## src/rtl/multdiv_iter.sv

```systemverilog
// rtl/multdiv_iter.sv - iterative signed 32-bit Booth multiply / restoring divide
// Optional feature macro: MULTDIV_EARLY_EXIT_EN (zero-operand multiply and
// divide-by-zero finish after a single iteration cycle).
module multdiv_iter #(
  parameter int WIDTH = 32
) (
  input  logic             clock,
  input  logic             resetn,
  input  logic [WIDTH-1:0] in1,
  input  logic [WIDTH-1:0] in2,
  input  logic             start_mult,
  input  logic             start_div,
  output logic [WIDTH-1:0] result,
  output logic             exception,
  output logic             ready,
  output logic             busy
);

  typedef enum logic [1:0] {IDLE, MULT, DIV, DONE} state_t;

  localparam logic [5:0] LAST_ITER = 6'(WIDTH - 1);

  state_t state, next_state;

  // acc holds the Booth upper half (one guard bit) or the division remainder;
  // low holds the multiplier/product low half or the dividend/quotient.
  logic [WIDTH:0]     acc;
  logic [WIDTH-1:0]   low;
  logic               q1;
  logic [WIDTH-1:0]   opb;
  logic               neg;
  logic               dz;
  logic [5:0]         cnt;

  logic               last_iter;
  logic               early_exit;

  logic [WIDTH:0]     mcand_x;
  logic [WIDTH:0]     booth_sum;
  logic [WIDTH:0]     mult_acc_nxt;
  logic [WIDTH-1:0]   mult_low_nxt;
  logic [2*WIDTH-1:0] product;
  logic               mult_ovf;

  logic [WIDTH:0]     shifted;
  logic [WIDTH:0]     diff;
  logic               ge;
  logic [WIDTH-1:0]   div_rem_nxt;
  logic [WIDTH-1:0]   div_quo_nxt;
  logic [WIDTH-1:0]   quo_signed;
  logic               div_ovf;

  logic [WIDTH-1:0]   abs_in1;
  logic [WIDTH-1:0]   abs_in2;

  assign abs_in1 = in1[WIDTH-1] ? -in1 : in1;
  assign abs_in2 = in2[WIDTH-1] ? -in2 : in2;

  assign busy      = (state == MULT) || (state == DIV);
  assign last_iter = (cnt == LAST_ITER);

`ifdef MULTDIV_EARLY_EXIT_EN
  assign early_exit = (cnt == 6'd0) &&
                      (((state == MULT) && ((opb == '0) || (low == '0))) ||
                       ((state == DIV) && dz));
`else
  assign early_exit = 1'b0;
`endif

  // Booth step: add/subtract the sign-extended multiplicand, then arithmetic shift right
  always_comb begin
    mcand_x   = {opb[WIDTH-1], opb};
    booth_sum = acc;
    case ({low[0], q1})
      2'b01:   booth_sum = acc + mcand_x;
      2'b10:   booth_sum = acc - mcand_x;
      default: booth_sum = acc;
    endcase
    mult_acc_nxt = {booth_sum[WIDTH], booth_sum[WIDTH:1]};
    mult_low_nxt = {booth_sum[0], low[WIDTH-1:1]};
    product      = {mult_acc_nxt[WIDTH-1:0], mult_low_nxt};
    mult_ovf     = !((&product[2*WIDTH-1:WIDTH-1]) || (~|product[2*WIDTH-1:WIDTH-1]));
  end

  // Restoring divide step on magnitudes; sign of diff tells whether the divisor fits
  always_comb begin
    shifted     = {acc[WIDTH-1:0], low[WIDTH-1]};
    diff        = shifted - {1'b0, opb};
    ge          = ~diff[WIDTH];
    div_rem_nxt = ge ? diff[WIDTH-1:0] : shifted[WIDTH-1:0];
    div_quo_nxt = {low[WIDTH-2:0], ge};
    quo_signed  = neg ? -div_quo_nxt : div_quo_nxt;
    div_ovf     = !neg && div_quo_nxt[WIDTH-1];
  end

  // State register
  always_ff @(posedge clock or negedge resetn) begin
    if (!resetn) begin
      state <= IDLE;
    end else begin
      state <= next_state;
    end
  end

  // Next-state logic; start_mult has priority, starts only taken in IDLE/DONE
  always_comb begin
    next_state = state;
    case (state)
      IDLE, DONE: begin
        if (start_mult)      next_state = MULT;
        else if (start_div)  next_state = DIV;
        else                 next_state = IDLE;
      end
      MULT, DIV: begin
        if (last_iter || early_exit) next_state = DONE;
      end
      default: next_state = IDLE;
    endcase
  end

  // Datapath, iteration counter and registered outputs
  always_ff @(posedge clock or negedge resetn) begin
    if (!resetn) begin
      acc       <= '0;
      low       <= '0;
      q1        <= 1'b0;
      opb       <= '0;
      neg       <= 1'b0;
      dz        <= 1'b0;
      cnt       <= '0;
      result    <= '0;
      exception <= 1'b0;
      ready     <= 1'b0;
    end else begin
      ready <= (state == DONE);
      case (state)
        IDLE, DONE: begin
          if (start_mult) begin
            acc <= '0;
            low <= in2;
            opb <= in1;
            q1  <= 1'b0;
            neg <= 1'b0;
            dz  <= 1'b0;
            cnt <= '0;
          end else if (start_div) begin
            acc <= '0;
            low <= abs_in1;
            opb <= abs_in2;
            q1  <= 1'b0;
            neg <= in1[WIDTH-1] ^ in2[WIDTH-1];
            dz  <= (in2 == '0);
            cnt <= '0;
          end
        end
        MULT: begin
          cnt <= cnt + 6'd1;
          acc <= mult_acc_nxt;
          low <= mult_low_nxt;
          q1  <= low[0];
          if (early_exit) begin
            result    <= '0;
            exception <= 1'b0;
          end else if (last_iter) begin
            result    <= product[WIDTH-1:0];
            exception <= mult_ovf;
          end
        end
        DIV: begin
          cnt <= cnt + 6'd1;
          acc <= {1'b0, div_rem_nxt};
          low <= div_quo_nxt;
          if (early_exit || (last_iter && dz)) begin
            result    <= '0;
            exception <= 1'b1;
          end else if (last_iter) begin
            result    <= quo_signed;
            exception <= div_ovf;
          end
        end
        default: ;
      endcase
    end
  end

endmodule

```

## config.mk

```make
export PLATFORM = sky130hd
export DESIGN_NAME = multdiv_iter
export DESIGN_NICKNAME = d
export VERILOG_FILES = /design/src/rtl/multdiv_iter.sv
export SDC_FILE = /design/constraint.sdc
export NUM_CORES = 1
export LEC_CHECK = 0
export BUFFER_PORTS_ARGS = -buffer_cell sky130_fd_sc_hd__buf_2
export CAP_MARGIN = 10
export CORE_ASPECT_RATIO = 1.2
export CORE_MARGIN = 1
export CORE_UTILIZATION = 55
export DETAILED_ROUTE_END_ITERATION = 16
export PLACE_DENSITY = 0.74
export SETUP_SLACK_MARGIN = 0.5
export SLEW_MARGIN = 5
export SYNTH_ARGS = -nofsm -noshare
export SYNTH_HDL_FRONTEND = slang
export SYNTH_SLANG_ARGS = --single-unit
```

## constraint.sdc

```tcl
create_clock -name clock -period 8.11 [get_ports clock]
set_clock_uncertainty 0.15 [all_clocks]
set_input_delay 1.622 -clock clock [delete_from_list [all_inputs] [get_ports clock]]
set_output_delay 1.622 -clock clock [all_outputs]
set_load 0.005 [all_outputs]
```

### Yosys cells after proc, flatten, opt, wreduce, memory -nomap -nowiden

Index checks and enable logic that the tools add are counted.

* register bits: 142
* output and inout bits: 35

* $add $sub $neg: 7
* equal/unequal tests: 10
* muxes and demuxes: 35
* bitwise gates (word level): 2
* reduce and logical (&&, ||, !) cells: 19

Operator list (number)
* $mux 32: 11
* $pmux 33 s3: 1
* $neg 32->32: 3
* $pmux 32 s3: 1
* $mux 33: 2
* $pmux 33 s2: 1
* $pmux 32 s2: 1
* $add 33x33->33: 1
* $reduce_and 33->1: 1
* $reduce_or 33->1: 1
* $sub 33x32->33: 1
* $sub 33x33->33: 1
* $logic_not 32->1: 1
* $mux 6: 2
* $pmux 6 s2: 1
* $mux 1: 9
* $add 6x1->6 const B: 1
* $eq 2x2->1 const B: 3
* $eq 6x5->1 const B: 1
* $mux 2: 3
* $reduce_bool 2->1: 3
* $eq 2x1->1 const B: 2
* $pmux 1 s2: 2
* $pmux 2 s2: 1
* 13 further kinds: 19

### Longest topological paths before layout

* depth in word-level cells: 8
* gate-level depth with buffers: 22
* depth with buffers taken out: 21

### Worst setup path after synthesis

Ideal clock, no wire load.

* kind: reg-to-reg
* start point: register opb[1]
* end point: register exception
* data arrival time: 4815 ps
* setup slack: 3019 ps
* cell stages (with the launch flop): 23
* buffers on the path: 1
* period minus slack after synthesis: 5091 ps
* path through: dfrtp_1 > inv_1 > ha_1 > nor3b_1 > nand2_1 > nor3_1 > and3_1 > clkbuf_1 > nor2_1 > xnor2_1 > ha_1 > a21oi_1 > o21ai_0 > a41oi_1 > nor3_1 > a211oi_1 > xor2_1 > o21ai_0 > or4b_2 > nor4_1 > a311o_2 > nand2_1 > a221o_1

* cells in the longest elaborated chain, start to end: 8
* elaborated cells on any way between the ends: 10

Ends and longest elaborated chain
* start, declared: RTL line 30 `logic [WIDTH-1:0] opb;`
* start signal, assigned: RTL line 141 `opb <= in1;`
* start signal, assigned: RTL line 149 `opb <= abs_in2;`
* $sub 33x33->33 / $add 33x33->33 (equally long branches): RTL line 76, 75
* $pmux 33 s2 (*): RTL line 74 `case ({low[0], q1})`
* $reduce_or 33->1: RTL line 82 `mult_ovf = !((&product[2*WIDTH-1:WIDTH-1]) || (~|product[2*WIDTH-1:WIDTH-1]));`
* $logic_not 1->1: RTL line 82
* $logic_or 1x1->1 (*): RTL line 82
* $logic_not 1->1 (*): RTL line 82
* $mux 1 (*): RTL line 164 `end else if (last_iter) begin`
* $pmux 1 s2 (*): RTL line 136 `case (state)`
* end signal, assigned: RTL line 166 `exception <= mult_ovf;`
* end signal, assigned: RTL line 178 `exception <= div_ovf;`
* end, declared: RTL line 14 `output logic exception,`

Mark *: on every way between the ends. The rest lies on a longest branch, timed or not. The select of a mux whose other input is x is not followed.
A chain may end at the register's enable or synchronous reset.

### Worst setup path in the final report

Ends and elaborated chain as after synthesis.

==> impl_metrics.json <==
{
  "status": "complete, no violations",
  "cts_root_buf": "clkbuf_16",
  "arrival_ps": 6180,
  "ys_types": 76,
  "start_util": 0.561,
  "place_area_mm2": 0.0140,
  "antenna_found_initial": 3,
  "ys_seq_elements": 142,
  "cts.path.max_buffers": 2,
  "path_clk_slew_ps": 70,
  "final_layout_size_suffix_gt1_frac": 0.0963,
  "h-tree-depth": 4,
  "ys_async_sr_fraction": 1.00,
  "post-place-ws_ps": 2250,
  "crit_path_end_kind": "flip-flop",
  "syn_inst": 1753,
  "cts_setup_buffers": 0,
  "wirelength_um": 41400,
  "firstDrtPassIters": 6,
  "track_usage": 0.341,
  "grt_pass1_wl_um": 66400,
  "area_growth_pct": 9.13,
  "hpwlAfterDp_um": 30500,
  "fin_crit_sh": 0.739,
  "design_area_mm2": 0.0146,
  "cts.sinks": 142,
  "postSynthAreaPerCell_um2": 7.65,
  "setup_viol": 0,
  "wl_met1_um": 17000,
  "cp_slowest_cell": "or4b_2",
  "ant_nets": 0,
  "synth_commonest_cells": "o21ai_0, a21oi_1, nand2_1",
  "overflow": 0,
  "rsz0062_at_grt": "false",
  "critical_path_peak_fanout": 7,
  "finalNonFillerCells": 2109,
  "slew_viol_final": 0,
  "max_stage_delay_ps": 620,
  "tns_ps": 0,
  "synth-main-ff-cell": "dfrtp_1",
  "dr_wl_met3_um": 2660,
  "path_delay_family": "simple AND/OR/NAND/NOR gates",
  "period_minus_slack_ps": 5990,
  "vias": 13543,
  "relSlewSlack": 0.341,
  "drt_first_iter_violations": 1226,
  "yosys.area.top_type": "dfrtp_1",
  "synth_top_cell_area_share": 0.265,
  "crit_buf_inv": 1,
  "grt_max_degree": 102,
  "core_area_mm2": 0.0239,
  "gp_congestion": 0.964,
  "maxCapViolations": 0,
  "cp.required_ps": 8290,
  "worstSetupPathType": "flip-flop to flip-flop",
  "synth_area_leaders": "dfrtp_1, o21ai_0, a21oi_1",
  "wl_met2_um": 19800,
  "fmax_mhz": 167,
  "syn_nets": 1896,
  "drc_errors": 0,
  "final_nets": 1918,
  "yosys_warnings": 0,
  "numCtsBuffers": 17,
  "cp-start-kind": "flip-flop",
  "wire_per_inst_um": 19.6,
  "viasPerCell": 6.42,
  "syn_area_mm2": 0.0134,
  "routed.top_layer": "met5",
  "placementRows": 62,
  "grt_pass1_vias": 12701,
  "hold_viol": 0,
  "port_buffers": 102,
  "utilization": 0.612,
  "worst_pin_slew_ps": 988,
  "cts_resized": 0,
  "power-per-cell-area_mw_per_mm2": 411,
  "leakage_nw": 6.37,
  "ir_drop_mv": 0.217,
  "synth.most_common_cell": "o21ai_0",
  "boundaryPins": 103,
  "hold_slack_ps": 327,
  "worstPathCellList": "inv_1, ha_1, nor3b_1, nand2_1, nor3_1, and3_1, nor2_1, xnor2_1, ha_1, a21oi_1, o21ai_0, a41oi_1, nor3_1, a211oi_1, xor2_1, o21ai_0, or4b_2, nor4_1, a311o_2, nand2_1, a221o_1",
  "r2r_slack_ps": 2120,
  "cts_tree": "done",
  "power.total_mw": 6.01,
  "synth-edff-count": 0,
  "die_w_um": 145,
  "synth-seq-area-share": 0.265,
  "min_path_type": "flip-flop to flip-flop",
  "hold_buffers": 0,
  "die_h_um": 173,
  "numPlacedInstances": 2076,
  "setup_ws_ps": 2120,
  "dieArea_mm2": 0.0250,
  "clk_latency_ps": 450
}
-- cell families (layout without fill, tap and decap cells) --
group                      count (synthesis)  after routing  synth area share
DFF                                      142            142             0.265
AOI/OAI and AO/OA                        634            634             0.294
and+or+nand+nor                          545            545             0.198
adders and majority gates                 75             75            0.0711
other                                      0              2                 0
buffers and inverters                    175            209            0.0501
muxes                                     18             18            0.0138
xor gates and xnor gates                 164            164             0.107
-- per-layer routing --
layer	vias up	global-route usage
met2	518	0.556
li1	6479	-
met4	2	0.174
met1	6421	0.433
met5	-	0
met3	123	0.0546
-- final timing paths --
| kind | startpoint | endpoint | cells past startpoint |
|---|---|---|---|
| worst min-delay path | result[28] | result[28] | 2 |
| max in group asynchronous | resetn | opb[0] | 2 |
| worst min register to register | result[28] | result[28] | 2 |
| min in group asynchronous | resetn | acc[24] | 1 |
| worst max register to register | opb[1] | exception | 21 |
| worst max-delay path | opb[1] | exception | 21 |
-- placed cells by master, fill, tap and decap left out, drive strengths merged, types with 7 or more instances in the layout --
cell,Yosys,layout
clkbuf,91,18
or3,26,26
nor3b,22,22
nand3,29,29
inv,64,69
a211oi,8,8
nor4,20,20
nor2,143,143
a21oi,185,185
dfrtp,142,142
mux2i,14,14
and3,11,11
xnor2,75,75
o21ai,203,203
nor2b,30,30
o41ai,10,10
or4,12,12
a31oi,25,25
nand4,19,19
a22oi,13,13
nand2,165,165
a222oi,30,30
o31ai,39,39
xor2,89,89
o211ai,13,13
o21a,7,7
nand2b,18,18
o221ai,13,13
nor3,27,27
ha,73,73
a21o,36,36
buf,20,114
-- cell type report --
cell class / instances / area (um^2)
fillers: 2283 / 9270
multi-input cells: 1436 / 9220
flip-flops and latches: 142 / 3550
repair buffers: 114 / 609
clock buffers: 18 / 439
well taps: 320 / 400
inverters: 64 / 240
clock inverters: 13 / 156
diodes: 2 / 5.00
-- power breakdown --
part	internal (mW)	total [mW]	switching, mW
Combinational	1.47	3.87	2.40
Sequential	0.958	1.33	0.370
Clock	0.467	0.808	0.341
-- flip-flops by register name (all words and copies together) (netlist names) --
register / cells
acc: 33
cnt: 6
dz: 1
exception: 1
low: 32
neg: 1
opb: 32
q1: 1
ready: 1
result: 32
state: 2
-- worst min-delay path: stages (launching register included) --
cell,delay [ps]
dfrtp_1,340
nand2_1,40
o21ai_0,60
Note: power is estimated with default switching activity, not from simulation.
